### src/rtl/alu_pkg.sv
// Shared definitions for the ALU arbiter slice: ALU control codes and
// arbiter FSM state encodings.
package alu_pkg;

  typedef enum logic [3:0] {
    ALU_AND = 4'b0000,
    ALU_OR  = 4'b0001,
    ALU_ADD = 4'b0010,
    ALU_SUB = 4'b0110,
    ALU_SLT = 4'b0111,
    ALU_NOR = 4'b1100
  } alu_ctrl_e;

  typedef enum logic [1:0] {
    IDLE = 2'd0,
    EXEC = 2'd1,
    RESP = 2'd2
  } state_e;

endpackage

### src/rtl/alu_op_unit.sv
// Combinational ALU: decodes the control code and computes the result.
// Unsupported codes yield result 0 with err set.
module alu_op_unit
  import alu_pkg::*;
#(
  parameter int unsigned DATA_W = 32,
  parameter int unsigned CTRL_W = 4
) (
  input  logic [DATA_W-1:0] a,
  input  logic [DATA_W-1:0] b,
  input  logic [CTRL_W-1:0] ctrl,
  output logic [DATA_W-1:0] result,
  output logic              err
);

  // Operation decode and compute; carry/borrow naturally dropped by width.
  always_comb begin
    result = '0;
    err    = 1'b0;
    case (ctrl)
      CTRL_W'(ALU_AND): result = a & b;
      CTRL_W'(ALU_OR):  result = a | b;
      CTRL_W'(ALU_ADD): result = a + b;
      CTRL_W'(ALU_SUB): result = a - b;
      CTRL_W'(ALU_SLT): result = DATA_W'($signed(a) < $signed(b));
      CTRL_W'(ALU_NOR): result = ~(a | b);
      default:          err    = 1'b1;
    endcase
  end

endmodule

### src/rtl/alu_arbiter.sv
// Two-requester round-robin front end for a shared ALU.
// Flow: IDLE (grant + capture) -> EXEC (register result) -> RESP (hold until
// the granted requester consumes it).
// Optional feature: define ALU_ARBITER_ZERO_FLAG_EN to add the rsp_zero output.
module alu_arbiter
  import alu_pkg::*;
#(
  parameter int unsigned DATA_W = 32,
  parameter int unsigned CTRL_W = 4
) (
  input  logic              clk,
  input  logic              reset,
  input  logic              req0_valid,
  output logic              req0_ready,
  input  logic [DATA_W-1:0] req0_a,
  input  logic [DATA_W-1:0] req0_b,
  input  logic [CTRL_W-1:0] req0_ctrl,
  input  logic              req1_valid,
  output logic              req1_ready,
  input  logic [DATA_W-1:0] req1_a,
  input  logic [DATA_W-1:0] req1_b,
  input  logic [CTRL_W-1:0] req1_ctrl,
  output logic              rsp0_valid,
  input  logic              rsp0_ready,
  output logic              rsp1_valid,
  input  logic              rsp1_ready,
  output logic [DATA_W-1:0] rsp_result,
  output logic              rsp_err
`ifdef ALU_ARBITER_ZERO_FLAG_EN
  ,
  output logic              rsp_zero
`endif
);

  state_e            state;
  state_e            state_nxt;
  logic              ptr;
  logic              grant;
  logic              pick;
  logic              take;
  logic              consumed;
  logic [DATA_W-1:0] op_a;
  logic [DATA_W-1:0] op_b;
  logic [CTRL_W-1:0] op_ctrl;
  logic [DATA_W-1:0] alu_result;
  logic              alu_err;

  alu_op_unit #(
    .DATA_W(DATA_W),
    .CTRL_W(CTRL_W)
  ) u_op (
    .a      (op_a),
    .b      (op_b),
    .ctrl   (op_ctrl),
    .result (alu_result),
    .err    (alu_err)
  );

  // Grant selection, handshake outputs and next-state logic.
  always_comb begin
    // With both valid the pointer decides; otherwise the lone requester wins.
    pick       = (req0_valid && req1_valid) ? ptr : req1_valid;
    take       = (state == IDLE) && !reset && (req0_valid || req1_valid);
    req0_ready = take && !pick;
    req1_ready = take && pick;
    rsp0_valid = (state == RESP) && !grant;
    rsp1_valid = (state == RESP) && grant;
    consumed   = (state == RESP) && (grant ? rsp1_ready : rsp0_ready);
    state_nxt  = state;
    case (state)
      IDLE:    if (take) state_nxt = EXEC;
      EXEC:    state_nxt = RESP;
      RESP:    if (consumed) state_nxt = IDLE;
      default: state_nxt = IDLE;
    endcase
  end

  // FSM state register.
  always_ff @(posedge clk or posedge reset) begin
    if (reset) state <= IDLE;
    else       state <= state_nxt;
  end

  // Operand capture and granted-requester record on the accept cycle.
  always_ff @(posedge clk or posedge reset) begin
    if (reset) begin
      op_a    <= '0;
      op_b    <= '0;
      op_ctrl <= '0;
      grant   <= 1'b0;
    end else if (take) begin
      op_a    <= pick ? req1_a    : req0_a;
      op_b    <= pick ? req1_b    : req0_b;
      op_ctrl <= pick ? req1_ctrl : req0_ctrl;
      grant   <= pick;
    end
  end

  // Result registers loaded in EXEC and held through RESP.
  always_ff @(posedge clk or posedge reset) begin
    if (reset) begin
      rsp_result <= '0;
      rsp_err    <= 1'b0;
    end else if (state == EXEC) begin
      rsp_result <= alu_result;
      rsp_err    <= alu_err;
    end
  end

  // Round-robin pointer moves to the other requester once a response is consumed.
  always_ff @(posedge clk or posedge reset) begin
    if (reset)         ptr <= 1'b0;
    else if (consumed) ptr <= ~grant;
  end

`ifdef ALU_ARBITER_ZERO_FLAG_EN
  // Zero flag registered alongside the result.
  always_ff @(posedge clk or posedge reset) begin
    if (reset)              rsp_zero <= 1'b0;
    else if (state == EXEC) rsp_zero <= (alu_result == '0);
  end
`endif

endmodule

### config.mk
export PLATFORM = sky130hd
export DESIGN_NAME = alu_arbiter
export DESIGN_NICKNAME = d
export VERILOG_FILES = /design/src/rtl/alu_pkg.sv /design/src/rtl/alu_op_unit.sv /design/src/rtl/alu_arbiter.sv
export SDC_FILE = /design/constraint.sdc
export NUM_CORES = 1
export LEC_CHECK = 0
export CAP_MARGIN = 5
export CORE_MARGIN = 1.5
export CORE_UTILIZATION = 35
export CTS_CLUSTER_SIZE = 28
export DETAILED_ROUTE_END_ITERATION = 6
export PLACE_DENSITY = 0.7
export SLEW_MARGIN = 20
export SYNTH_ARGS = -nofsm -noshare
export SYNTH_HDL_FRONTEND = slang
export SYNTH_SLANG_ARGS = --single-unit
### constraint.sdc
create_clock -name clk -period 3.06 [get_ports clk]
set_input_delay 0.306 -clock clk [delete_from_list [all_inputs] [get_ports clk]]
set_output_delay 0.306 -clock clk [all_outputs]
set_load 0.005 [all_outputs]
* After elaboration in Yosys (flattened, before gate mapping) *
Cells that the tools add are included.

operators by class
  add/subtract/negate cells = 2
  order comparisons = 1
  equal/unequal tests = 9
  multiplexer cells = 10
  bitwise logic cells = 4
  reductions and logical operators = 16

operators by type and width
  kind                number
  $pmux 32 s6         1
  $mux 32             2
  $add 32x32->32      1
  $and 32x32->32      1
  $lt 32x32->1        1
  $not 32->32         1
  $or 32x32->32       1
  $sub 32x32->32      1
  $eq 4x3->1 const B  2
  $logic_and 1x1->1   8
  $pmux 2 s3          1
  $reduce_or 6->1     1
  $eq 4x1->1 const B  1
  $eq 4x2->1 const B  1
  $eq 4x4->1 const B  1
  $logic_not 4->1     1
  $mux 2              2
  $mux 4              1
  $ne 2x2->1 const B  2
  $logic_not 1->1     3
  $mux 1              3
  $eq 2x1->1 const B  1
  $eq 2x2->1 const B  1
  $logic_not 2->1     1
  3 further kinds     3

storage, ports and cells
  register bits = 105
  input bits = 142
  output and inout port bits = 37
  logic and storage cells = 50

* Logic depth before layout (Yosys ltp) *
Gate-level depths: netlist of the first run.

  depth after elaboration = 5
  mapped depth = 15
  gate-level depth less buffers = 15

* By module *
Synthesis of the first run repeated with hierarchy kept, for this count alone.

unflattened totals
  cell total of the unflattened synthesis = 1175
  area, all modules = 9736.8 µm²

by module, submodules not included
  module       instances  cells each  area an instance (µm²)  sequential area each (µm²)
  alu_op_unit  1          767         5107.4                  0.0
  alu_arbiter  1          408         4629.4                  2627.5

* Least setup slack after synthesis of the first run *
No wires, ideal clock.

  kind = reg2reg
  from = register op_a[6]
  to = register rsp_result[29]
  library setup time = 130 ps
  data arrival time = 2968 ps
  data required time = 2930 ps
  slack = -37 ps
  stages on the path, launching flop included = 14
  buffers on the path = 0
  period minus slack after synthesis = 3097 ps
  cells stage by stage = dfrtp_1 > inv_1 > ha_1 > and2_4 > a21o_1 > a31oi_1 > o31ai_2 > a221o_1 > o221a_4 > a211o_1 > a31o_1 > xor2_1 > a221oi_2 > o21ai_1

on the way
  longest elaborated chain between the ends = 2
  elaborated cells between the ends (all ways) = 3
  those cells by class = add/sub: 2; mux: 1

ends and longest elaborated chain
  element                                                  RTL line                              RTL
  start: declaration                                       alu_arbiter.sv:42                     logic [DATA_W-1:0] op_a;
  start signal: assignment                                 alu_arbiter.sv:92                     op_a <= pick ? req1_a : req0_a;
  $sub 32x32->32 / $add 32x32->32 (equally long branches)  alu_op_unit.sv:24, alu_op_unit.sv:23
  $pmux 32 s6 *                                            alu_op_unit.sv:20                     case (ctrl)
  end signal: assignment                                   alu_arbiter.sv:105                    rsp_result <= alu_result;
  end: declaration                                         alu_arbiter.sv:27                     output logic [DATA_W-1:0] rsp_result,

Every way passes the cells marked *; elsewhere a longest branch is shown, timed or not.
A chain may end at the register's enable or synchronous reset.

* Worst setup path after layout of the first run *
Same ends and word-level chain as after synthesis.

==> results of run 1 <==
==> cell type report <==
| cell class | count | area (um^2) | share of cell area (%) |
|---|---|---|---|
| Inverter | 96 | 364 | 2.84 |
| Sequential cell | 105 | 2630 | 20.5 |
| Tap cell | 335 | 419 | 3.27 |
| Clock buffer | 11 | 233 | 1.81 |
| Timing Repair Buffer | 316 | 2870 | 22.4 |
| Clock inverter | 5 | 38.8 | 0.302 |
| Multi-Input combinational cell | 861 | 6270 | 48.9 |
==> cells by family (layout without fill, tap and decap cells) <==
group	count (synthesis)	in the layout	share of synthesized area (%)
AOI/OAI and AO/OA	372	372	27.1
xor gates and xnor gates	9	9	0.861
DFF	105	105	28.7
buffers and inverters	164	428	6.78
and+or+nand+nor	306	306	14.5
muxes	72	72	7.89
adders and majority gates	102	102	14.1
==> per-layer routing <==
layer | share of wire [%] | track usage (%) | vias to the layer above
met5 | 0 | 0 | -
met1 | 45 | 27.2 | 4297
met4 | 1.8 | 6.31 | 0
met3 | 5.9 | 2.39 | 35
li1 | - | - | 4546
met2 | 47 | 34.4 | 319
==> tightest hold or removal path, cell delays in order <==
cell                              delay, ns
sky130_fd_sc_hd__clkdlybuf4s50_1       0.45
sky130_fd_sc_hd__clkinvlp_4            0.10
sky130_fd_sc_hd__buf_12                0.44
==> metrics by stage <==
stage	util (%)	setup slack, ns
floorplan	-	0.0185
global placement	46.6	-0.197
detailed placement	46.6	-0.361
CTS	48.6	-0.0519
global route	49.6	-0.181
finish	49.6	-0.0737
==> state kept, by name, summed over array words and instances (netlist names) <==
signal,count
grant,1
op_a,32
op_b,32
op_ctrl,4
ptr,1
rsp_err,1
rsp_result,32
state,2
==> power by group through the flow <==
stage	Clock (mW)	Sequential [mW]	Combinational (mW)
after global routing	1.22	2.67	12.3
after global placement	0	2.57	9.77
final	1.13	2.58	11.2
after floorplan	0	2.49	6.32
after CTS	1.15	2.58	10.5
after detailed placement	0	2.61	9.91
==> cell usage in the layout (no fill, tap or decap), types with 9 or more instances in the layout <==
cell	Yosys	routed
sky130_fd_sc_hd__o221ai_1	14	13
sky130_fd_sc_hd__nor2_1	90	88
sky130_fd_sc_hd__nand2_1	142	142
sky130_fd_sc_hd__clkdlybuf4s50_1	0	178
sky130_fd_sc_hd__a21oi_2	1	10
sky130_fd_sc_hd__inv_2	0	10
sky130_fd_sc_hd__a221oi_1	23	19
sky130_fd_sc_hd__a21oi_1	75	66
sky130_fd_sc_hd__ha_4	0	9
sky130_fd_sc_hd__dfrtp_1	105	104
sky130_fd_sc_hd__inv_1	94	83
sky130_fd_sc_hd__clkbuf_16	0	9
sky130_fd_sc_hd__a221o_1	21	21
sky130_fd_sc_hd__a21o_1	21	20
sky130_fd_sc_hd__nand2b_1	9	9
sky130_fd_sc_hd__o21ai_0	116	113
sky130_fd_sc_hd__ha_1	100	88
sky130_fd_sc_hd__mux2i_1	71	71
sky130_fd_sc_hd__buf_4	0	134
sky130_fd_sc_hd__o211ai_1	10	10
==> worst max path at each step <==
stage	start	to	slack [ns]	depth (start not counted)
after floorplan	op_a[2]$_DFFE_PP0P_	rsp_result[29]$_DFFE_PP0N_	0.02	13
after global placement	op_a[0]$_DFFE_PP0P_	rsp_result[24]$_DFFE_PP0N_	-0.20	15
after detailed placement	op_a[0]$_DFFE_PP0P_	rsp_result[24]$_DFFE_PP0N_	-0.36	15
after CTS	op_b[7]$_DFFE_PP0P_	rsp_result[29]$_DFFE_PP0N_	-0.05	13
after global routing	op_b[6]$_DFFE_PP0P_	rsp_result[29]$_DFFE_PP0N_	-0.18	13
final	op_a[6]$_DFFE_PP0P_	rsp_result[29]$_DFFE_PP0N_	-0.07	13
==> repair_timing <==
action	CTS	global route
pin swaps	20	18
buffers inserted	16	13
resized for setup	34	35
setup endpoints to repair	15	17
==> reports/metrics.sh, run 1 <==
TIMING_MAX_TRANSITION_VIOLATIONS_FINAL=0
FIN_WORST_HOLD_SLACK_NS=0.469
CHIPWIDTH_UM=165
FIRST_GLOBAL_VIAS=8788
PLACE.PORT_BUFFERS=178
ANTENNA_CELLS=0
ROUTE.ANTENNA.REMAINING_NETS=0
FIN_SETUP_TNS_NS=-0.131
DIEAREA_UM2=27100
CAP_VIOL_MAX_COUNT=0
SYNTHDOMINANTAREACELLTYPE='sky130_fd_sc_hd__dfrtp_1'
MAX_STAGE_DELAY_NS=0.43
START_UTIL_PCT=35.4
N_FILL_CELL=2544
INT_POWER_mW=7.82
RESULT_OF_THE_RUN='finished with violations'
FINAL.PERIOD_UTILIZATION_PCT=102
COUNT_OF_BUFFERING_CELLS_ON_THE_CRITICAL_PATH_WITH_INVERTERS_INCLUDED=1
SYNTHMOSTINSTANTIATEDCELL='sky130_fd_sc_hd__nand2_1'
ROUTE.VIAS.TOTAL=9197
VDD.IR_DROP.WORST_mV=0.441
SYNTH_EDF_COUNT=0
GLOBAL_ROUTE.OVERFLOW_TOTAL=0
MAX_SLEW_HEADROOM_PCT=55.7
DRT_PRE_ANTENNA_ITERS=5
SETUP.WORST_PATH.START_CLASS='flip-flop'
FAILED_CHECKS='negative setup slack'
P_TOTAL_mW=14.9
HOLD_VIOLATION_TOTAL_FROM_THE_FINAL_REPORT=0
FIRST_PASS_GRT_WIRE_LENGTH_UM=44400
AVGVIACOUNTPERCELL=5.32
INITIALDRTVIOLATIONCOUNT=610
FINAL_NET_COUNT=1633
CRITPATHCAPTURETYPE='flip-flop'
TOP_LEVEL_PORTS=179
DIEHEIGHT_UM=165
CELLPOWERDENSITY_nW_PER_UM2=1160
WORST_PATH_DOMINANT_CELL_FAMILY='compound AO/OA/AOI/OAI gates'
CTS.PATH.MAX_BUFFERS=2
DETAILED_PLACE.AREA_UM2=12000
CTS_TREE='done'
TIMING.RR.START='op_a[6]$_DFFE_PP0P_'
POST_SYNTH_MAIN_AREA_CONTRIBUTORS='sky130_fd_sc_hd__dfrtp_1 29%, sky130_fd_sc_hd__ha_1 14%, sky130_fd_sc_hd__mux2i_1 7.8%, sky130_fd_sc_hd__o21ai_0 6.3%, sky130_fd_sc_hd__nand2_1 5.8%'
CRITPATHARRIVALTIME_NS=3.38
GRT_ANTENNA_BEFORE_REPAIR=0
SYN_AREA_UM2=9150
YS_TOP_CELLS_BY_COUNT='142 x sky130_fd_sc_hd__nand2_1, 116 x sky130_fd_sc_hd__o21ai_0, 105 x sky130_fd_sc_hd__dfrtp_1'
MAX_CLOCK_FREQ_MHz=319
CP_CELL_SEQUENCE='inv_2 -> ha_4 -> and2_4 -> a21o_1 -> a31oi_4 -> o31ai_4 -> a221o_1 -> o221a_4 -> a211o_1 -> a31o_1 -> xor2_1 -> a221oi_2 -> o21ai_1'
YS_ASYNC_SR_FRACTION_PCT=100
CRIT_REQUIRED_NS=3.31
FINAL_LAYOUT_SIZE_SUFFIX_GT1_SHARE_PCT=17.1
ROW_COUNT=59
TIMING.CRITICAL_PATH.SLOWEST_STAGE_CELL='sky130_fd_sc_hd__dfrtp_1'
TRITONCTS.NUM_BUFFERS=9
H_TREE_LEVEL_COUNT=3
CLOCK-SKEW-FINAL_NS=0.0119
RSZ0062_AT_GRT='yes'
SYNTH_NETS=1374
LEAKAGEPOWER_nW=5.92
POSTSYNTHCELLCOUNT=1130
MAXIMUM_NUMBER_OF_PINS_ON_ONE_NET_BEFORE_GLOBAL_ROUTE_REPAIR=138
FINALCRITICALPERIOD_NS=3.13
CORE_AREA_UM2=25800
CLOCK_INSERTION_DELAY_WORST_SKEW_NS=0.37
SYN2LAYOUT_AREA_GROWTH_PCT=40.1
GRT_UTIL_ALL_LAYERS_PCT=20.4
POST_ROUTE_DRC_VIOLATION_COUNT=0
TIMING.HOLD.WORST.CLASS='in -> async'
POST_SYNTH_NUM_CELL_TYPES=72
TIMING.FINAL.WS_SETUP_NS=-0.0737
POWER.COMBINATIONAL.FRACTION_PCT=75.1
FINAL_AREA_UM2=12800
POWER.SHARE.SEQUENTIAL_PCT=17.3
CTS_SINKS=105
CLK_PIN_SLEW_NS=0.08
SYNTH.AVG_CELL_AREA_UM2=8.10
CRITICAL_PATH.REG2REG.ENDPOINT='rsp_result[29]$_DFFE_PP0N_'
WORSTREGTOREGCELLS=13
YOSYS_WARNINGS=0
POST_SYNTH_TOP_FLOP='sky130_fd_sc_hd__dfrtp_1'
DRT_TOTAL_WL_UM=27800
POWER.SWITCHING_FRACTION_PCT=47.5
POST_LAYOUT_NONFILLER_INSTANCES=1729
SYNTH.FF_LATCH_COUNT=105
YOSYS.AREA.TOP_TYPE_SHARE_PCT=28.7
HPWLAFTERDP_UM=20400
TIMING_WORST_SETUP_PATH_TYPE='reg -> reg'
POSTCTSHOLDBUFS=0
PLACE.DETAILED.INSTANCES=1684
REG2REG_SETUP_SLACK_NS=-0.07
SYNTH_SEQUENTIAL_AREA_RATIO_PCT=28.7
FINALWEIGHTEDCONGESTION=0.908
TIMING.FINAL.SETUP_VIOLATIONS=4
CTS.ROOT.BUFFER_CELL='sky130_fd_sc_hd__clkbuf_16'
SHARE_CLK_OF_TOTAL_POWER_PCT=7.6
CRITICAL_PATH.MAX_FANOUT=4
POWER_SWITCHING_mW=7.08
WORST-SLEW-PIN-TRANSITION_NS=0.665
ROUTED_WIRE_LENGTH_PER_INSTANCE_UM=16.1
No activity file was read; power rests on OpenSTA's default activity.
==> run 2: changes to the inputs <==
--- a/config.mk
+++ b/config.mk
@@ -10,7 +10,7 @@
 export CORE_UTILIZATION = 35
 export CTS_CLUSTER_SIZE = 28
 export DETAILED_ROUTE_END_ITERATION = 6
-export PLACE_DENSITY = 0.7
+export PLACE_DENSITY = 0.68
 export SLEW_MARGIN = 20
 export SYNTH_ARGS = -nofsm -noshare
 export SYNTH_HDL_FRONTEND = slang
==> constraint.sdc (replaced) <==
create_clock -name clk -period 3.9 [get_ports clk]
set_input_delay 0.39 -clock clk [delete_from_list [all_inputs] [get_ports clk]]
set_output_delay 0.39 -clock clk [all_outputs]
set_load 0.005 [all_outputs]
==> run 2 against run 1 <==
Effect of this change:
- the flow now finishes without violations
- flip-flop and latch count unchanged
- combinational power down 39%
- sequential share of layout area up 2.2 points
- clock skew up 0.0023 ns
- register-to-register slack better by 0.48 ns
- routed wire length down 5.9%
==> reports/metrics.sh, run 2 (synthesis results as in run 1) <==
RESULT_OF_THE_RUN='finished clean'
TOP_LEVEL_PORTS=179  # unchanged
POST_ROUTE_DRC_VIOLATION_COUNT=0  # unchanged
MOST_FREQUENT_STANDARD_CELL_IN_THE_LAYOUT_EXCLUDING_FILL_AND_TAP_CELLS='sky130_fd_sc_hd__clkdlybuf4s50_1'
N_FILL_CELL=2617  # +2.9%
CRITICAL_PATH.REG2REG.ENDPOINT='rsp_result[28]$_DFFE_PP0N_'
ROUTE.VIAS.TOTAL=8759  # -4.8%
FIRST_GLOBAL_VIAS=8395  # -4.5%
LEAKAGEPOWER_nW=5.29  # -11%
MAXIMUM_NUMBER_OF_PINS_ON_ONE_NET_BEFORE_GLOBAL_ROUTE_REPAIR=73  # -47%
START_UTIL_PCT=35.4  # unchanged
HOLD_START='rsp_result[10]$_DFFE_PP0N_'
AVGVIACOUNTPERCELL=5.45  # +2.5%
PLACE.PORT_BUFFERS=178  # unchanged
POST_LAYOUT_NONFILLER_INSTANCES=1606  # -7.1%
MAX_SLEW_HEADROOM_PCT=34.4  # -21 points
FINAL_NET_COUNT=1512  # -7.4%
CLOCK_INSERTION_DELAY_WORST_SKEW_NS=0.37  # about the same
TIMING_MAX_TRANSITION_VIOLATIONS_FINAL=0  # unchanged
INITIALDRTVIOLATIONCOUNT=613  # +0.49%
TIMING.CRITICAL_PATH.SLOWEST_STAGE_CELL='sky130_fd_sc_hd__dfrtp_1'
FINAL_LAYOUT_SIZE_SUFFIX_GT1_SHARE_PCT=4.33  # -13 points
CRITICAL_PATH.MAX_FANOUT=5  # +1
TIMING_WORST_SETUP_PATH_TYPE='reg -> reg'
GLOBAL_ROUTE.OVERFLOW_TOTAL=0  # unchanged
WORSTREGTOREGCELLS=15  # +2
GRT_ANTENNA_BEFORE_REPAIR=0  # unchanged
CTS.PATH.MAX_BUFFERS=2  # unchanged
ROW_COUNT=59  # unchanged
POSTCTSRESIZEDCELLS=0  # -100%
HOLD_VIOLATION_TOTAL_FROM_THE_FINAL_REPORT=0  # unchanged
RSZ0062_AT_GRT='no'
CTS_SINKS=105  # unchanged
FINAL.PERIOD_UTILIZATION_PCT=89.5  # -13 points
CLK_PIN_SLEW_NS=0.08  # about the same
CTS.ROOT.BUFFER_CELL='sky130_fd_sc_hd__clkbuf_16'
DRT_TOTAL_WL_UM=26200  # -5.9%
H_TREE_LEVEL_COUNT=3  # unchanged
FIN_SETUP_TNS_NS=0  # +0.131 ns
TIMING.FINAL.SETUP_VIOLATIONS=0  # -4
ANTENNA_CELLS=0  # unchanged
MAX_CLOCK_FREQ_MHz=286  # -10%
LARGESTREGISTERS='op_a (32), op_b (32), rsp_result (32)'
SYN2LAYOUT_AREA_GROWTH_PCT=26.3
CRIT_REQUIRED_NS=4.16  # +0.85 ns
REG2REG_SETUP_SLACK_NS=0.41  # +0.48 ns
CRITPATHARRIVALTIME_NS=3.75  # +0.37 ns
MAX_STAGE_DELAY_NS=0.40  # -0.03 ns
POSTCTSHOLDBUFS=0  # unchanged
CORE_AREA_UM2=25800  # unchanged
WHS_ENDPOINT='rsp_result[10]$_DFFE_PP0N_'
FINALWEIGHTEDCONGESTION=0.891  # -1.9%
SETUP.WORST_PATH.START_CLASS='flip-flop'
DRT_PRE_ANTENNA_ITERS=5  # unchanged
GRT_UTIL_ALL_LAYERS_PCT=19.8  # -0.63 points
WORST_PATH_DOMINANT_CELL_FAMILY='compound AO/OA/AOI/OAI gates'
AREA_OCCUPIED_BY_MULTI_INPUT_GATES_UM2=5940  # -5.3%
FIRST_PASS_GRT_WIRE_LENGTH_UM=42800  # -3.6%
DIEHEIGHT_UM=165  # unchanged
TIMING.HOLD.WORST.CLASS='reg -> reg'
HPWLAFTERDP_UM=19800  # -3.2%
TRITONCTS.NUM_BUFFERS=9  # unchanged
ROUTE.ANTENNA.REMAINING_NETS=0  # unchanged
CELLPOWERDENSITY_nW_PER_UM2=849  # -27%
HOLD-PATH-CELL-COUNT=2
CAP_VIOL_MAX_COUNT=0  # unchanged
SETUP.WORST_PATH.START='op_a[0]$_DFFE_PP0P_'
FINALCRITICALPERIOD_NS=3.49  # +0.358 ns
CTS_TREE='done'
TIMING.RR.START='op_a[0]$_DFFE_PP0P_'
POSTCTSSETUPREPAIRBUFS=0  # -16
CRITPATHCAPTURETYPE='flip-flop'
ROUTED_WIRE_LENGTH_PER_INSTANCE_UM=16.3  # +1.3%
CP_CELL_SEQUENCE='inv_1 -> ha_1 -> inv_1 -> fa_1 -> nor2b_1 -> o211ai_1 -> a2bb2oi_1 -> a211oi_2 -> o221a_2 -> o221ai_1 -> a21oi_1 -> o31ai_1 -> xnor2_1 -> o221ai_1 -> a22o_1'
DIEAREA_UM2=27100  # unchanged
PLACE.DETAILED.INSTANCES=1592  # -5.5%
VDD.IR_DROP.WORST_mV=0.424  # -4.1%
COUNT_OF_BUFFERING_CELLS_ON_THE_CRITICAL_PATH_WITH_INVERTERS_INCLUDED=2  # +1
CLOCK-SKEW-FINAL_NS=0.0142  # +0.00231 ns
LAYOUT.CELLS.MOST_COMMON_LIST='178 x sky130_fd_sc_hd__clkdlybuf4s50_1, 142 x sky130_fd_sc_hd__nand2_1, 115 x sky130_fd_sc_hd__o21ai_0, 105 x sky130_fd_sc_hd__dfrtp_1, 100 x sky130_fd_sc_hd__ha_1'
CHIPWIDTH_UM=165  # unchanged
WORST-SLEW-PIN-TRANSITION_NS=0.980  # +0.315 ns
REGAREA_UM2=2630  # about the same
[run 2: layer usage]
| metal | vias up | part of all wire, % | GRT usage (%) |
|---|---|---|---|
| met4 | 0 | 1.8 | 5.32 |
| met1 | 4172 | 46 | 26.6 |
| met5 | - | 0 | 0 |
| li1 | 4293 | - | - |
| met2 | 262 | 46 | 32.9 |
| met3 | 32 | 5.8 | 3.14 |
[run 2: per-stage QoR]
step           hold WS [ns]  setup WS (ns)  utilization, %  area (um^2)  power (mW)
6_report              0.479          0.408            44.7        11600        9.82
4_1_cts               0.486          0.406            44.7        11600        9.78
2_1_floorplan         0.463          0.749               -         9150        6.86
3_5_place_dp          0.467          0.407            43.6        11300        8.82
5_1_grt               0.501          0.109            44.7        11600        10.8
3_3_place_gp          0.465          0.525            43.6        11300        8.71
[run 2: power breakdown]
group | internal (mW) | leakage [nW] | switching, mW
Combinational | 2.79 | 3.82 | 4.01
Sequential | 1.58 | 1.33 | 0.504
Clock | 0.508 | 0.137 | 0.418
[run 2: how the worst max path moves through the flow]
stage / depth (start not counted) / slack, ns / end
after floorplan: 1 / 0.75 / grant$_DFFE_PP0P_
after global placement: 15 / 0.53 / rsp_result[28]$_DFFE_PP0N_
after detailed placement: 15 / 0.41 / rsp_result[28]$_DFFE_PP0N_
after CTS: 15 / 0.41 / rsp_result[28]$_DFFE_PP0N_
after global routing: 15 / 0.11 / rsp_result[28]$_DFFE_PP0N_
final: 15 / 0.41 / rsp_result[28]$_DFFE_PP0N_
[run 2: cell type report]
cell class,count,share of cell area [%]
repair buffers,195,16.6
flip-flops and latches,105,22.7
clock buffers,11,2.10
inverters,96,3.14
multi-input cells,861,51.4
well taps,335,3.63
clock inverters,3,0.368
[run 2: worst register-to-register path: cells and delay by family, from the launching register on]
family / cells / cell delay (ns)
buffers and inverters: 2 / 0.14
AOI/OAI and AO/OA: 9 / 1.98
and+or+nand+nor: 1 / 0.16
adders and majority gates: 2 / 0.57
xor gates and xnor gates: 1 / 0.15
DFF: 1 / 0.40
